## config.mk

```make
export PLATFORM = sky130hd
export DESIGN_NAME = fcl1_sram_rsp_flat
export DESIGN_NICKNAME = d
export VERILOG_FILES = /design/src/rtl/fcl1_sram_rsp_if.sv /design/src/rtl/fcl1_sram_rsp.sv /design/src/flat_wrapper.sv
export SDC_FILE = /design/constraint.sdc
export NUM_CORES = 1
export LEC_CHECK = 0
export CORE_UTILIZATION = 35
export DETAILED_ROUTE_END_ITERATION = 10
export GPL_TIMING_DRIVEN = 0
export MAX_ROUTING_LAYER = met4
export PLACE_DENSITY = 0.62
export SLEW_MARGIN = 10
export SYNTH_ARGS = -nofsm -noshare
export SYNTH_HDL_FRONTEND = slang
export SYNTH_SLANG_ARGS = --single-unit
```

## constraint.sdc

```tcl
create_clock -name fcl_ctrl_clk -period 6.2 [get_ports fcl_ctrl_clk]
set_clock_uncertainty 0.15 [all_clocks]
set_input_delay 0.93 -clock fcl_ctrl_clk [delete_from_list [all_inputs] [get_ports fcl_ctrl_clk]]
set_output_delay 0.93 -clock fcl_ctrl_clk [all_outputs]
set_load 0.05 [all_outputs]
```

## src/rtl/fcl1_sram_rsp_if.sv

```systemverilog
// Request/response bundle between the FCL1 controller and its SRAM responder.
interface fcl1_sram_rsp_if #(
  parameter int SRAM_CNT_WIDTH = 3,
  parameter int DATA_WIDTH     = 8,
  parameter int DEPTH          = 5,
  parameter int FILT_CNT_WIDTH = 7
);
  logic                          fcl_rsp_clr_i;
  logic                          fcl_rsp_sram_wr_en_i;
  logic                          fcl_rsp_sram_rd_en_i;
  logic [SRAM_CNT_WIDTH-1:0]     fcl_rsp_sram_addr_i;
  logic [DATA_WIDTH-1:0]         fcl_rsp_wr_data_i;
  logic [DATA_WIDTH-1:0]         fcl_rsp_rd_data_o;
  logic                          fcl_rsp_rd_valid_o;
  logic [DATA_WIDTH*DEPTH-1:0]   fcl_rsp_vec_o;
  logic                          fcl_rsp_vec_valid_o;
  logic [FILT_CNT_WIDTH-1:0]     fcl_rsp_filt_cnt_o;
  logic                          fcl_rsp_all_done_o;
  logic                          fcl_rsp_err_o;

  modport master (
    output fcl_rsp_clr_i, fcl_rsp_sram_wr_en_i, fcl_rsp_sram_rd_en_i,
           fcl_rsp_sram_addr_i, fcl_rsp_wr_data_i,
    input  fcl_rsp_rd_data_o, fcl_rsp_rd_valid_o, fcl_rsp_vec_o, fcl_rsp_vec_valid_o,
           fcl_rsp_filt_cnt_o, fcl_rsp_all_done_o, fcl_rsp_err_o
  );

  modport slave (
    input  fcl_rsp_clr_i, fcl_rsp_sram_wr_en_i, fcl_rsp_sram_rd_en_i,
           fcl_rsp_sram_addr_i, fcl_rsp_wr_data_i,
    output fcl_rsp_rd_data_o, fcl_rsp_rd_valid_o, fcl_rsp_vec_o, fcl_rsp_vec_valid_o,
           fcl_rsp_filt_cnt_o, fcl_rsp_all_done_o, fcl_rsp_err_o
  );
endinterface

```

## src/rtl/fcl1_sram_rsp.sv

```systemverilog
// SRAM responder for the FCL1 control path: local weight store, burst-order checker,
// read-burst packer and per-frame filter counter.
module fcl1_sram_rsp #(
  parameter int SRAM_CNT_WIDTH = 3,
  parameter int DATA_WIDTH     = 8,
  parameter int DEPTH          = 5,
  parameter int NUM_FILT       = 120,
  parameter int FILT_CNT_WIDTH = 7
) (
  input  logic             fcl_ctrl_clk,
  input  logic             fcl_ctrl_rst,
  fcl1_sram_rsp_if.slave   bus
);

  typedef enum logic [1:0] {
    IDLE = 2'd0,
    WR   = 2'd1,
    RD   = 2'd2,
    DONE = 2'd3
  } state_t;

  localparam logic [SRAM_CNT_WIDTH-1:0] LAST_ADDR    = SRAM_CNT_WIDTH'(DEPTH - 1);
  localparam logic [FILT_CNT_WIDTH-1:0] FILT_LAST_M1 = FILT_CNT_WIDTH'(NUM_FILT - 1);

  logic                        clr;
  logic                        wr;
  logic                        rd;
  logic [SRAM_CNT_WIDTH-1:0]   addr;
  logic [DATA_WIDTH-1:0]       wr_data;

  state_t                      state;
  state_t                      state_nxt;
  logic [SRAM_CNT_WIDTH-1:0]   exp;
  logic [SRAM_CNT_WIDTH-1:0]   exp_nxt;

  logic                        do_wr;
  logic                        do_rd;
  logic                        burst_rd_done;
  logic                        err_set;
  logic                        in_range;
  logic                        dir_switch;

  logic [DATA_WIDTH-1:0]       mem [DEPTH];
  logic [DATA_WIDTH-1:0]       rd_data;
  logic                        rd_valid;
  logic [DATA_WIDTH*DEPTH-1:0] vec;
  logic                        vec_valid;
  logic [FILT_CNT_WIDTH-1:0]   filt_cnt;
  logic                        all_done;
  logic                        err;

  assign clr     = bus.fcl_rsp_clr_i;
  assign wr      = bus.fcl_rsp_sram_wr_en_i;
  assign rd      = bus.fcl_rsp_sram_rd_en_i;
  assign addr    = bus.fcl_rsp_sram_addr_i;
  assign wr_data = bus.fcl_rsp_wr_data_i;

  assign bus.fcl_rsp_rd_data_o   = rd_data;
  assign bus.fcl_rsp_rd_valid_o  = rd_valid;
  assign bus.fcl_rsp_vec_o       = vec;
  assign bus.fcl_rsp_vec_valid_o = vec_valid;
  assign bus.fcl_rsp_filt_cnt_o  = filt_cnt;
  assign bus.fcl_rsp_all_done_o  = all_done;
  assign bus.fcl_rsp_err_o       = err;

  assign in_range   = (addr <= LAST_ADDR);
  assign dir_switch = ((state == WR) && rd) || ((state == RD) && wr);

  // State and expected-address registers
  always_ff @(posedge fcl_ctrl_clk or posedge fcl_ctrl_rst) begin
    if (fcl_ctrl_rst) begin
      state <= IDLE;
      exp   <= '0;
    end else begin
      state <= state_nxt;
      exp   <= exp_nxt;
    end
  end

  // Next state: any accepted access steers the burst; the last address closes it
  always_comb begin
    state_nxt = state;
    exp_nxt   = exp;
    if (clr) begin
      state_nxt = IDLE;
      exp_nxt   = '0;
    end else if (do_wr || do_rd) begin
      if (addr == LAST_ADDR) begin
        exp_nxt   = '0;
        state_nxt = (do_rd && (filt_cnt == FILT_LAST_M1)) ? DONE : IDLE;
      end else begin
        exp_nxt   = addr + SRAM_CNT_WIDTH'(1);
        state_nxt = do_rd ? RD : WR;
      end
    end else begin
      state_nxt = state;
      exp_nxt   = exp;
    end
  end

  // Access decode and protocol error detection
  always_comb begin
    do_wr         = 1'b0;
    do_rd         = 1'b0;
    burst_rd_done = 1'b0;
    err_set       = 1'b0;
    if (clr) begin
      err_set = 1'b0;
    end else begin
      case (state)
        IDLE, WR, RD: begin
          if (wr && rd) begin
            err_set = 1'b1;
          end else if ((wr || rd) && !in_range) begin
            err_set = 1'b1;
          end else if (wr || rd) begin
            do_wr         = wr;
            do_rd         = rd;
            err_set       = (addr != exp) || dir_switch;
            burst_rd_done = rd && (addr == LAST_ADDR);
          end else begin
            err_set = 1'b0;
          end
        end
        DONE:    err_set = wr || rd;
        default: err_set = 1'b1;
      endcase
    end
  end

  // Weight store: deliberately not reset so a frame restart keeps the weights
  always_ff @(posedge fcl_ctrl_clk) begin
    for (int k = 0; k < DEPTH; k++) begin
      if (do_wr && (addr == SRAM_CNT_WIDTH'(k))) begin
        mem[k] <= wr_data;
      end
    end
  end

  // Read response, burst packing, filter counting and sticky error
  always_ff @(posedge fcl_ctrl_clk or posedge fcl_ctrl_rst) begin
    if (fcl_ctrl_rst) begin
      rd_data   <= '0;
      rd_valid  <= 1'b0;
      vec       <= '0;
      vec_valid <= 1'b0;
      filt_cnt  <= '0;
      all_done  <= 1'b0;
      err       <= 1'b0;
    end else if (clr) begin
      rd_data   <= '0;
      rd_valid  <= 1'b0;
      vec       <= '0;
      vec_valid <= 1'b0;
      filt_cnt  <= '0;
      all_done  <= 1'b0;
      err       <= 1'b0;
    end else begin
      rd_valid  <= do_rd;
      vec_valid <= burst_rd_done;
      for (int k = 0; k < DEPTH; k++) begin
        if (do_rd && (addr == SRAM_CNT_WIDTH'(k))) begin
          rd_data                            <= mem[k];
          vec[k*DATA_WIDTH +: DATA_WIDTH]    <= mem[k];
        end
      end
      if (burst_rd_done) begin
        filt_cnt <= filt_cnt + FILT_CNT_WIDTH'(1);
        if (filt_cnt == FILT_LAST_M1) begin
          all_done <= 1'b1;
        end
      end
      if (err_set) begin
        err <= 1'b1;
      end
    end
  end

endmodule

```

## src/flat_wrapper.sv

```systemverilog
// flat-port wrapper written by rule: the top's interface ports become plain ports
module fcl1_sram_rsp_flat 
#(
  parameter int SRAM_CNT_WIDTH = 3,
  parameter int DATA_WIDTH     = 8,
  parameter int DEPTH          = 5,
  parameter int NUM_FILT       = 120,
  parameter int FILT_CNT_WIDTH = 7
)
  (fcl_ctrl_clk, fcl_ctrl_rst, bus_fcl_rsp_clr_i, bus_fcl_rsp_sram_wr_en_i, bus_fcl_rsp_sram_rd_en_i, bus_fcl_rsp_sram_addr_i, bus_fcl_rsp_wr_data_i, bus_fcl_rsp_rd_data_o, bus_fcl_rsp_rd_valid_o, bus_fcl_rsp_vec_o, bus_fcl_rsp_vec_valid_o, bus_fcl_rsp_filt_cnt_o, bus_fcl_rsp_all_done_o, bus_fcl_rsp_err_o);
  fcl1_sram_rsp_if #(.SRAM_CNT_WIDTH(SRAM_CNT_WIDTH), .DATA_WIDTH(DATA_WIDTH), .DEPTH(DEPTH), .FILT_CNT_WIDTH(FILT_CNT_WIDTH)) bus_i ();
  input  logic fcl_ctrl_clk;
  input  logic fcl_ctrl_rst;
  input wire logic [$bits(bus_i.fcl_rsp_clr_i)-1:0] bus_fcl_rsp_clr_i;
  input wire logic [$bits(bus_i.fcl_rsp_sram_wr_en_i)-1:0] bus_fcl_rsp_sram_wr_en_i;
  input wire logic [$bits(bus_i.fcl_rsp_sram_rd_en_i)-1:0] bus_fcl_rsp_sram_rd_en_i;
  input wire logic [$bits(bus_i.fcl_rsp_sram_addr_i)-1:0] bus_fcl_rsp_sram_addr_i;
  input wire logic [$bits(bus_i.fcl_rsp_wr_data_i)-1:0] bus_fcl_rsp_wr_data_i;
  output wire logic [$bits(bus_i.fcl_rsp_rd_data_o)-1:0] bus_fcl_rsp_rd_data_o;
  output wire logic [$bits(bus_i.fcl_rsp_rd_valid_o)-1:0] bus_fcl_rsp_rd_valid_o;
  output wire logic [$bits(bus_i.fcl_rsp_vec_o)-1:0] bus_fcl_rsp_vec_o;
  output wire logic [$bits(bus_i.fcl_rsp_vec_valid_o)-1:0] bus_fcl_rsp_vec_valid_o;
  output wire logic [$bits(bus_i.fcl_rsp_filt_cnt_o)-1:0] bus_fcl_rsp_filt_cnt_o;
  output wire logic [$bits(bus_i.fcl_rsp_all_done_o)-1:0] bus_fcl_rsp_all_done_o;
  output wire logic [$bits(bus_i.fcl_rsp_err_o)-1:0] bus_fcl_rsp_err_o;
  assign bus_i.fcl_rsp_clr_i = bus_fcl_rsp_clr_i;
  assign bus_i.fcl_rsp_sram_wr_en_i = bus_fcl_rsp_sram_wr_en_i;
  assign bus_i.fcl_rsp_sram_rd_en_i = bus_fcl_rsp_sram_rd_en_i;
  assign bus_i.fcl_rsp_sram_addr_i = bus_fcl_rsp_sram_addr_i;
  assign bus_i.fcl_rsp_wr_data_i = bus_fcl_rsp_wr_data_i;
  assign bus_fcl_rsp_rd_data_o = bus_i.fcl_rsp_rd_data_o;
  assign bus_fcl_rsp_rd_valid_o = bus_i.fcl_rsp_rd_valid_o;
  assign bus_fcl_rsp_vec_o = bus_i.fcl_rsp_vec_o;
  assign bus_fcl_rsp_vec_valid_o = bus_i.fcl_rsp_vec_valid_o;
  assign bus_fcl_rsp_filt_cnt_o = bus_i.fcl_rsp_filt_cnt_o;
  assign bus_fcl_rsp_all_done_o = bus_i.fcl_rsp_all_done_o;
  assign bus_fcl_rsp_err_o = bus_i.fcl_rsp_err_o;
  fcl1_sram_rsp #(.SRAM_CNT_WIDTH(SRAM_CNT_WIDTH), .DATA_WIDTH(DATA_WIDTH), .DEPTH(DEPTH), .NUM_FILT(NUM_FILT), .FILT_CNT_WIDTH(FILT_CNT_WIDTH)) u_core (.fcl_ctrl_clk(fcl_ctrl_clk), .fcl_ctrl_rst(fcl_ctrl_rst), .bus(bus_i));
endmodule
```

==> results by group, run 1 <==
Global routing
  • Vias in the first global route: 3,307
  • First-pass GRT wire length: 18.5 mm
  • GRT overflow: 0
  • Initial antenna violation count: 0
  • Largest net degree at the start of global routing: 65
  • Overall Global Routing Usage: 19.9%

Clocking
  • Hold buffers post-CTS: 0
  • H-tree levels: 3
  • Clk_lat worst skew: 0.35 ns
  • CTS tree: done
  • Clock sink count: 104
  • Clk slew on worst S/H paths: 0.07 ns
  • Clock Path Buffers: 2
  • Number of setup buffers added after CTS: 0
  • CTS Buf Count: 9
  • Root Buffer: clkbuf_16
  • Post-CTS sizing: 0

Layout
  • Area growth from synthesis to layout: 28.4%
  • Final net count: 514
  • Diode count: 0
  • Design Area, Final: 5730 sq um
  • Share of cells above drive strength 1: 6.44%

Detailed routing
  • Number of detailed-route iterations in the first pass: 4
  • DR WL/cell: 17.9 um
  • DR vias: 3,362
  • Antenna Violating Nets Remaining: 0
  • Initial detailed-routing violation count: 213
  • Drt total wl: 11.9 mm
  • Vias per cell: 5.06
  • Post-route DRC: 0

Placement
  • Port Buffer Count: 74
  • GPL Wtd Cong: 0.889
  • Worst slack, placed: 2.63 ns
  • Dpl hpwl: 8.79 mm
  • Dpl cell area: 5420 sq um

Synth
  • Synthesized Nets: 429
  • Yosys warning count: 0
  • Synth top area cells: dfrtp_1 36%, edfxtp_1 27%, nand2_1 5.6%
  • Seq cells post-synth: 104
  • Sequential share of the synthesized area: 62.8%
  • Area fraction of the dominant cell type after synthesis: 35.9%
  • Ys flop type: dfrtp_1
  • Synth Cell Area: 4460 sq um
  • Gate Count Post-Synth: 407
  • Yosys top cell by area: dfrtp_1
  • Post-synth EDFFs: 40
  • Ys async rst share: 61.5%
  • Unique masters post-synth: 45
  • Post-synth top cells: 66 x nand2_1, 64 x dfrtp_1, 40 x edfxtp_1, 34 x nor2_1, 27 x a21oi_1
  • Count leader, synth: nand2_1
  • Syn Area/Cell: 11.0 sq um

Setup path
  • CP cell instances: clkdlybuf4s50_1 -> ha_1 -> ha_1 -> clkbuf_1 -> o21ai_1 -> nor2_1
  • Worst endpoint required time: 6.04 ns
  • Arr. time, crit path: 3.05 ns
  • Startpoint type of the worst setup path: input pin
  • Max incr delay on CP: 0.59 ns
  • Crit path max fanout: 10
  • Crit path capture type: register
  • Crit path max-delay cell type: clkdlybuf4s50_1
  • Critical path start-end classification: in2reg
  • CP most frequent cell: ha_1

Floorplanning
  • Die Span X: 115 um
  • Die H: 115 um
  • CORE AREA: 12,200 sq um
  • Starting density of the core: 36.5%
  • Die area: 13,200 sq um
  • Std cell rows: 40
  • # IOs: 75

STA
  • Max-slew violations: 0
  • Final WS setup: 3.00 ns
  • RSZ-0062 raised after global routing: no
  • Worst relative slew slack: 47.3%
  • Slew @ Worst Pin: 0.791 ns
  • Number of hold violations in the final report: 0
  • Post-route minimum period: 3.20 ns
  • Final Cycle Share: 51.7%
  • Setup TNS: 0 ns
  • Final number of setup-violating endpoints: 0
  • FMAX: 312 MHz

Status
  • Status: finished clean

Worst hold path
  • Hold WC Path Type: reg2reg

Power and ir drop
  • Max VDD drop: 0.122 mV
  • LEAKAGE: 2.22 nW
  • Pwr per Cell Area: 250 nW/um^2

Flow run
  • Max Cap Viol: 0
-- cell type report --
| cell class | count | area (sq um) |
|---|---|---|
| Buffer | 22 | 97.6 |
| Clock buffer | 9 | 225 |
| Clock inverter | 7 | 88.8 |
| Fill cell | 1167 | 6480 |
| Inverter | 8 | 32.5 |
| Multi-Input combinational cell | 273 | 1530 |
| Sequential cell | 104 | 2800 |
| Tap cell | 168 | 210 |
| Timing Repair Buffer | 74 | 741 |
-- cells in the final DEF (no fill, tap or decap), types with 4 or more instances in the layout --
master / synthesis / final
buf_2: 9 / 9
nor2_1: 34 / 34
mux2i_1: 5 / 5
nor3_1: 4 / 4
dfrtp_1: 64 / 64
clkbuf_1: 12 / 12
a32o_1: 5 / 5
nand3b_1: 12 / 12
xnor2_1: 5 / 5
o221ai_1: 4 / 4
nand2b_1: 19 / 19
edfxtp_1: 40 / 40
inv_1: 8 / 7
ha_1: 6 / 6
nand2_1: 66 / 66
o21ai_0: 19 / 19
o22ai_1: 4 / 4
nand3_1: 20 / 20
a21oi_1: 27 / 27
clkbuf_16: 0 / 9
nor2b_1: 5 / 5
clkdlybuf4s50_1: 0 / 74
-- worst paths after layout --
| kind | from | endpoint | slack, ns | depth (start not counted) |
|---|---|---|---|---|
| setup / recovery | bus_fcl_rsp_sram_addr_i[0] | u_core.mem[0][26] | 3.00 | 6 |
| hold / removal | u_core.bus.fcl_rsp_rd_data_o[6] | u_core.bus.fcl_rsp_rd_data_o[6] | 0.36 | 1 |
| setup reg to reg | u_core.state[1] | u_core.mem[0][17] | 4.07 | 4 |
| hold reg to reg | u_core.bus.fcl_rsp_rd_data_o[6] | u_core.bus.fcl_rsp_rd_data_o[6] | 0.36 | 1 |
| max in group asynchronous | fcl_ctrl_rst | u_core.bus.fcl_rsp_vec_o[7] | 4.45 | 2 |
| min in group asynchronous | fcl_ctrl_rst | u_core.bus.fcl_rsp_filt_cnt_o[2] | 0.93 | 2 |
-- logic make-up after synthesis --
kind of cell	after synthesis	synth area share (%)
DFF	104	62.8
and+or+nand+nor	179	19.5
xor gates and xnor gates	8	1.57
buffers and inverters	30	2.86
muxes	5	1.12
AOI/OAI and AO/OA	75	10.5
adders and majority gates	6	1.68
-- worst max-delay path, delay by kind of cell --
family / cells / cell delay, ns
buf+inv: 2 / 0.92
simple gates: 1 / 0.58
fa+ha+maj: 2 / 0.32
compound gates: 1 / 0.29
-- per-stage QoR --
stage / utilization [%] / power (W) / instances / hold slack [ns]
CTS: 46.9 / 0.00145 / 665 / 0.363
global placement: 44.3 / 0.000853 / 649 / 0.341
finish: 46.9 / 0.00143 / 665 / 0.359
detailed placement: 44.3 / 0.000855 / 649 / 0.342
global route: 46.9 / 0.00149 / 665 / 0.370
floorplan: - / 0.000808 / 407 / 0.301
-- registers in the layout, indices dropped and copies added, names as in the netlist --
name,count
u_core.bus.fcl_rsp_vec_valid_o,1
u_core.state,2
u_core.bus.fcl_rsp_rd_data_o,8
u_core.bus.fcl_rsp_err_o,1
u_core.mem,40
u_core.bus.fcl_rsp_vec_o,40
u_core.bus.fcl_rsp_rd_valid_o,1
u_core.exp,3
u_core.bus.fcl_rsp_all_done_o,1
u_core.bus.fcl_rsp_filt_cnt_o,7
-- layer usage --
layer  track usage, %  wire length (um)
met1             27.1              5640
met3             3.90               634
met5                -                 0
met2             29.1              5370
met4             7.97               233
-- where the power goes --
part | internal, W | switching, W | total (W)
sequential | 0.000723 | 0.00000538 | 0.000728
combinational | 0.0000366 | 0.0000756 | 0.000112
clock | 0.000322 | 0.000273 | 0.000594
total | 0.00108 | 0.000354 | 0.00143
Note: power is estimated with default switching activity, not from simulation.
==> run 2: changes to the inputs <==
--- a/config.mk
+++ b/config.mk
@@ -9,7 +9,7 @@
 export DETAILED_ROUTE_END_ITERATION = 10
 export GPL_TIMING_DRIVEN = 0
 export MAX_ROUTING_LAYER = met4
-export PLACE_DENSITY = 0.62
+export PLACE_DENSITY = 0.64
 export SLEW_MARGIN = 10
 export SYNTH_ARGS = -nofsm -noshare
 export SYNTH_HDL_FRONTEND = slang
==> constraint.sdc (replaced) <==
create_clock -name fcl_ctrl_clk -period 2.64 [get_ports fcl_ctrl_clk]
set_clock_uncertainty 0.15 [all_clocks]
set_input_delay 0.396 -clock fcl_ctrl_clk [delete_from_list [all_inputs] [get_ports fcl_ctrl_clk]]
set_output_delay 0.396 -clock fcl_ctrl_clk [all_outputs]
set_load 0.05 [all_outputs]
==> run 2 against run 1 <==
Global-route usage fell by 0.29 points. Sequential share of layout area shrank 0.14 points. First-iteration DRC count up 25%. Clock power increased by 120%. Non-clock buffer count shrank 1. Via count rose by 0.51%. Core utilization grew 0.13 points. Clock-buffer cell count rose by 2. Power grew 130%.
==> results by group, run 2 (synthesis results as in run 1) <==
Clocking
  • Clk slew on worst S/H paths: 0.08 ns (about the same)
  • Root Buffer: clkbuf_16
  • Number of setup buffers added after CTS: 0 (unchanged)
  • Clock sink count: 104 (unchanged)
  • H-tree levels: 3 (unchanged)
  • CTS tree: done
  • Clk_lat worst skew: 0.34 ns (about the same)
  • CTS Buf Count: 9 (unchanged)
  • Clock Path Buffers: 2 (unchanged)

Layout
  • Diode count: 0 (unchanged)
  • Fillers: 1,151 (-1.4%)
  • Final net count: 513 (-0.19%)
  • Cell Count, Final, Fillers Out: 664 (-0.15%)
  • Most frequent cells in the layout: 74 x clkdlybuf4s50_1, 66 x nand2_1, 64 x dfrtp_1
  • Area growth from synthesis to layout: 28.8%
  • Most common cell after layout, fill and taps aside: clkdlybuf4s50_1
  • Layout Utilization: 47.0% (+0.13 points)
  • Design Area, Final: 5750 sq um (+0.28%)
  • Share of cells above drive strength 1: 8.27% (+1.8 points)

STA
  • Slew @ Worst Pin: 0.784 ns (-0.00726 ns)
  • Final number of setup-violating endpoints: 0 (unchanged)
  • Hold WS: 0.356 ns (-0.00335 ns)
  • Post-route minimum period: 2.50 ns
  • Final Cycle Share: 94.5%
  • Final WS setup: 0.144 ns (-2.85 ns)
  • Max-slew violations: 0 (unchanged)
  • Worst relative slew slack: 47.7% (+0.48 points)
  • RSZ-0062 raised after global routing: no
  • FMAX: 401 MHz
  • Number of hold violations in the final report: 0 (unchanged)

Global routing
  • Vias in the first global route: 3,393 (+2.6%)
  • GRT overflow: 0 (unchanged)
  • Overall Global Routing Usage: 19.6% (-0.29 points)
  • Largest net degree at the start of global routing: 65 (unchanged)
  • First-pass GRT wire length: 18.6 mm (+0.82%)
  • Initial antenna violation count: 0 (unchanged)

Floorplanning
  • Std cell rows: 40 (unchanged)
  • Die area: 13,200 sq um (unchanged)
  • # IOs: 75 (unchanged)
  • Die Span X: 115 um (unchanged)
  • CORE AREA: 12,200 sq um (unchanged)
  • Die H: 115 um (unchanged)
  • Starting density of the core: 36.5% (unchanged)

Power and ir drop
  • Logic gate share of total power: 8.1% (+0.3 points)
  • Psw: 0.000804 W (+130%)
  • Cell internal pwr: 0.00250 W (+130%)
  • Clk pwr share: 40.1% (-1.3 points)
  • LEAKAGE: 2.23 nW (about the same)
  • Sw Ratio: 24.4% (-0.29 points)
  • Max VDD drop: 0.313 mV (+160%)
  • Flop pwr share: 51.8% (+1.1 points)
  • Pwr per Cell Area: 574 nW/um^2 (+130%)

Status
  • Status: finished clean

Detailed routing
  • Antenna Violating Nets Remaining: 0 (unchanged)
  • Length of routed met2 wiring: 5.48 mm (+1.9%)
  • DR WL/cell: 17.7 um (-1.0%)
  • Top Metal Used: met4
  • DR vias: 3,379 (+0.51%)
  • Vias per cell: 5.09 (+0.66%)
  • Wl on met1: 5.67 mm (+0.48%)
  • Number of detailed-route iterations in the first pass: 4 (unchanged)
  • Initial detailed-routing violation count: 267 (+25%)
  • Met3 WL: 451 um (-29%)
  • Post-route DRC: 0 (unchanged)
  • Drt total wl: 11.7 mm (-1.1%)

Placement
  • Dpl hpwl: 8.72 mm (-0.74%)
  • GPL Wtd Cong: 0.882 (-0.75%)
  • Port Buffer Count: 74 (unchanged)
  • Dpl cell area: 5420 sq um (unchanged)
  • Inst Count DP: 649 (unchanged)
  • Worst slack, placed: -0.417 ns (-3.05 ns)

Setup path
  • Arr. time, crit path: 2.58 ns (-0.47 ns)
  • Crit path max fanout: 6 (-4)
  • FF-to-FF path depth: 4 (unchanged)
  • Worst endpoint required time: 2.72 ns (-3.32 ns)
  • Crit path capture type: register
  • Critical path start-end classification: in2reg
  • Startpoint type of the worst setup path: input pin

Worst hold path
  • Worst Hold Depth: 1 (unchanged)
  • Hold WC Path Type: reg2reg

Flow run
  • Max Cap Viol: 0 (unchanged)
==> run 2: path summary, 6_finish.rpt <==
check	start	end	slack (ns)
setup reg to reg	u_core.state[1]	u_core.mem[0][3]	0.53
min in group asynchronous	fcl_ctrl_rst	u_core.bus.fcl_rsp_filt_cnt_o[2]	0.40
hold reg to reg	u_core.bus.fcl_rsp_rd_data_o[3]	u_core.bus.fcl_rsp_rd_data_o[3]	0.36
hold / removal	u_core.bus.fcl_rsp_rd_data_o[3]	u_core.bus.fcl_rsp_rd_data_o[3]	0.36
setup / recovery	bus_fcl_rsp_sram_addr_i[0]	u_core.bus.fcl_rsp_rd_data_o[6]	0.14
max in group asynchronous	fcl_ctrl_rst	u_core.bus.fcl_rsp_vec_o[19]	1.42
==> run 2: critical path, stage by stage <==
cell	delay, ns
clkdlybuf4s50_1	0.60
ha_2	0.29
nand2b_1	0.14
or2_2	0.29
clkbuf_1	0.18
o221ai_1	0.20
o21ai_0	0.20
a32o_1	0.29
==> run 2: layout make-up <==
cell class,count,area (sq um),share of cell area [%]
Sequential cell,104,2800,48.8
Multi-Input combinational cell,273,1560,27.1
Timing Repair Buffer,74,741,12.9
Clock buffer,11,253,4.40
Tap cell,168,210,3.66
Buffer,21,100,1.74
Clock inverter,5,48.8,0.849
Inverter,8,32.5,0.566
==> run 2: per-layer routing <==
metal	vias to the layer above	global-route usage (%)
met5	-	-
met4	0	5.71
li1	1610	-
met1	1642	27.2
met3	13	2.53
met2	114	30.0
==> run 2: per-stage QoR <==
step	total power, W	TNS [ns]
after floorplan	0.00190	0
final	0.00330	0
after CTS	0.00332	-0.235
after detailed placement	0.00201	-16.41
after global placement	0.00200	-50.58
after global routing	0.00340	0
==> run 2: power by group through the flow <==
stage / clock network (W) / logic [W] / registers, W
2_1_floorplan: 0 / 0.000113 / 0.00178
3_3_place_gp: 0 / 0.000260 / 0.00174
3_5_place_dp: 0 / 0.000263 / 0.00174
4_1_cts: 0.00135 / 0.000265 / 0.00171
5_1_grt: 0.00140 / 0.000289 / 0.00171
6_report: 0.00132 / 0.000266 / 0.00171
==> run 2: what timing repair did <==
| item | 4_1_cts | 5_1_grt |
|---|---|---|
| endpoints found under the setup margin | 16 | 39 |
| resized for setup | 1 | 12 |
| hold buffers | 0 | 0 |
==> run 3: changes to the inputs <==
--- a/config.mk
+++ b/config.mk
@@ -5,8 +5,10 @@
 export SDC_FILE = /design/constraint.sdc
 export NUM_CORES = 1
 export LEC_CHECK = 0
+export ABC_AREA = 1
 export CORE_UTILIZATION = 35
 export DETAILED_ROUTE_END_ITERATION = 10
+export GPL_ROUTABILITY_DRIVEN = 0
 export GPL_TIMING_DRIVEN = 0
 export MAX_ROUTING_LAYER = met4
 export PLACE_DENSITY = 0.64
==> run 3 against run 2 <==
First-iteration DRC count shrank 9.7%. Sequential power about the same. Sequential share of layout area grew 0.56 points. Power rose by 4.1%.
==> results by group, run 3 <==
Detailed routing
  • Post-route DRC: 0 (unchanged)
  • Vias per cell: 4.89 (-3.8%)
  • Number of detailed-route iterations in the first pass: 4 (unchanged)
  • Drt total wl: 11.0 mm (-6.7%)
  • Length of routed met2 wiring: 5.33 mm (-2.6%)
  • Met3 WL: 652 um (+45%)
  • Initial detailed-routing violation count: 241 (-9.7%)
  • DR vias: 3,377 (-0.059%)
  • Wl on met1: 4.79 mm (-16%)
  • DR WL/cell: 15.9 um (-10%)
  • Antenna Violating Nets Remaining: 0 (unchanged)
  • Top Metal Used: met4

Global routing
  • Overall Global Routing Usage: 18.7% (-0.87 points)
  • First-pass GRT wire length: 17.7 mm (-5.3%)
  • GRT overflow: 0 (unchanged)
  • Initial antenna violation count: 0 (unchanged)
  • Largest net degree at the start of global routing: 65 (unchanged)
  • Vias in the first global route: 3,407 (+0.41%)

Floorplanning
  • Std cell rows: 40 (unchanged)
  • CORE AREA: 12,200 sq um (-0.41%)
  • Die H: 114 um (-0.64%)
  • Die area: 13,000 sq um (-1.3%)
  • Die Span X: 114 um (-0.64%)
  • Starting density of the core: 36.2% (-0.32 points)
  • # IOs: 75 (unchanged)

Setup path
  • Max incr delay on CP: 0.52 ns (-0.08 ns)
  • Critical path start-end classification: in2reg
  • CP cell instances: clkdlybuf4s50_1 -> inv_1 -> ha_1 -> nand2_2 -> inv_2 -> nand3_1 -> buf_6 -> nand2_1 -> nor2_1 -> nand3_1 -> nand2_1 -> nor2_1 -> o21ai_1 -> nand2_1
  • Crit path max fanout: 10 (+4)
  • CP most frequent cell: nand2_1
  • Crit path max-delay cell type: clkdlybuf4s50_1
  • Startpoint type of the worst setup path: input pin
  • FF-to-FF path depth: 5 (+1)
  • Crit path capture type: register
  • R2r setup slk: 0.53 ns (about the same)
  • Worst endpoint required time: 2.73 ns (about the same)
  • Arr. time, crit path: 2.53 ns (-0.05 ns)

Synth
  • Mux contribution to synthesized area: 0% (-1.1 points)
  • Ys async rst share: 61.5% (unchanged)
  • Sequential share of the synthesized area: 63.6% (+0.82 points)
  • Post-synth EDFFs: 40 (unchanged)
  • Seq cells post-synth: 104 (unchanged)
  • Simple-gate portion of the synthesized area: 18.4% (-1.1 points)
  • Post-synth top cells: 75 x nand2_1, 64 x dfrtp_1, 48 x nor2_1, 46 x inv_1, 40 x edfxtp_1
  • Ys flop type: dfrtp_1
  • Synthesized Nets: 454 (+5.8%)
  • Syn Area/Cell: 10.2 sq um (-7.0%)
  • Unique masters post-synth: 33 (-27%)
  • Yosys top cell by area: dfrtp_1
  • Largest family of logic cells by synthesized area: simple AND/OR/NAND/NOR gates
  • Count leader, synth: nand2_1
  • Adder-Cell Fraction of Synth Area: 1.70% (+0.022 points)
  • Post-synthesis xor/xnor area fraction: 0.199% (-1.4 points)
  • Synth top area cells: dfrtp_1 36%, edfxtp_1 27%, nand2_1 6.4%
  • Compound-Gate Fraction of Synth Area: 9.72% (-0.77 points)
  • Synth Cell Area: 4400 sq um (-1.3%)
  • Gate Count Post-Synth: 432 (+6.1%)
  • Area fraction of the dominant cell type after synthesis: 36.4% (+0.47 points)
  • Yosys warning count: 0 (unchanged)

Flow run
  • Max Cap Viol: 0 (unchanged)

STA
  • Max-slew violations: 0 (unchanged)
  • Final number of setup-violating endpoints: 0 (unchanged)
  • Setup TNS: 0 ns (unchanged)
  • Worst relative slew slack: 46.6% (-1.1 points)
  • FMAX: 410 MHz (+2.4%)
  • Post-route minimum period: 2.44 ns (-0.0581 ns)
  • RSZ-0062 raised after global routing: no
  • Final Cycle Share: 92.3% (-2.2 points)
  • Slew @ Worst Pin: 0.801 ns (+0.0170 ns)
  • Hold WS: 0.226 ns (-0.129 ns)
  • Number of hold violations in the final report: 0 (unchanged)

Placement
  • Dpl cell area: 5360 sq um (-1.1%)
  • Dpl hpwl: 8.00 mm (-8.3%)
  • Inst Count DP: 674 (+3.9%)
  • Port Buffer Count: 74 (unchanged)

Clocking
  • Clk_lat worst skew: 0.35 ns (about the same)
  • Clock sink count: 104 (unchanged)
  • H-tree levels: 3 (unchanged)
  • Clock Path Buffers: 2 (unchanged)
  • CTS tree: done
  • Root Buffer: clkbuf_16
  • CTS Buf Count: 9 (unchanged)
  • Clk slew on worst S/H paths: 0.07 ns (about the same)

Layout
  • Design Area, Final: 5680 sq um (-1.1%)
  • Most common cell after layout, fill and taps aside: nand2_1
  • Diode count: 0 (unchanged)
  • Most frequent cells in the layout: 75 x nand2_1, 73 x clkdlybuf4s50_1, 64 x dfrtp_1
  • Area growth from synthesis to layout: 29.0%
  • Fillers: 1,125 (-2.3%)
  • Share of cells above drive strength 1: 8.24% (-0.029 points)
  • Final net count: 539 (+5.1%)
  • Cell Count, Final, Fillers Out: 690 (+3.9%)

Worst hold path
  • Hold WC Path Type: in2reg
  • Worst Hold Depth: 2 (+1)

Power and ir drop
  • LEAKAGE: 2.60 nW (+17%)
  • Max VDD drop: 0.267 mV (-15%)
  • Pwr per Cell Area: 605 nW/um^2 (+5.3%)

Status
  • Status: finished clean
[run 3: changes by cell type after synthesis, moves of 6 or more]
cell,delta
a21oi_1,-17
inv_1,+38
inv_2,+6
nand2_1,+9
nand2b_1,-19
nand3_1,+13
nand3b_1,-6
nor2_1,+14
o211a_1,+10
o21ai_0,+16
o21ai_1,+7
[run 3: cell type report]
type	count	area, sq um	share of cell area (%)
flip-flops and latches	104	2800	49.3
multi-input cells	259	1330	23.4
repair buffers	74	743	13.1
clock buffers	10	229	4.03
well taps	168	210	3.70
inverters	52	198	3.48
plain buffers	17	91.3	1.61
clock inverters	6	75.1	1.32
[run 3: critical path, delay by kind of cell]
kind / cells / cell delay [ns]
AOI/OAI and AO/OA: 1 / 0.12
and+or+nand+nor: 8 / 0.95
buffers and inverters: 4 / 0.83
adders and majority gates: 1 / 0.21
[run 3: cell families after synthesis]
kind of cell | count (synthesis)
compound gates | 72
xor+xnor | 1
fa+ha+maj | 6
buf+inv | 69
flops | 104
simple gates | 180
[run 3: worst paths after layout]
kind                                                    endpoint                            start
worst max-delay path             u_core.bus.fcl_rsp_rd_data_o[2]       bus_fcl_rsp_sram_addr_i[1]
worst min-delay path                               u_core.exp[0]       bus_fcl_rsp_sram_addr_i[0]
worst max register to register                 u_core.mem[0][22]                  u_core.state[1]
worst min register to register   u_core.bus.fcl_rsp_rd_data_o[4]  u_core.bus.fcl_rsp_rd_data_o[4]
max in group asynchronous           u_core.bus.fcl_rsp_vec_o[20]                     fcl_ctrl_rst
min in group asynchronous       u_core.bus.fcl_rsp_filt_cnt_o[1]                     fcl_ctrl_rst
[run 3: layer usage]
metal	vias up	global-route usage, %
met3	17	2.96
met2	98	29.1
met1	1659	24.6
met5	-	-
met4	0	7.62
li1	1603	-
[run 3: what timing repair did]
action | in CTS | in global routing
gates resized for setup | 1 | 6
setup buffers | 0 | 0
hold buffers | 0 | 0
setup endpoints to repair | 8 | 16
[run 3: report_power, final]
group          internal [W]  switching (W)
combinational      0.000102       0.000224
clock              0.000749       0.000621
sequential          0.00171      0.0000260
total               0.00256       0.000870
[run 3: per-stage QoR]
step	setup slack (ns)	power, W	util (%)
detailed placement	-0.489	0.00210	44.1
global placement	-0.664	0.00209	44.0
global route	0.00213	0.00355	46.7
floorplan	0.460	0.00197	-
finish	0.202	0.00343	46.7
CTS	0.0140	0.00345	46.6
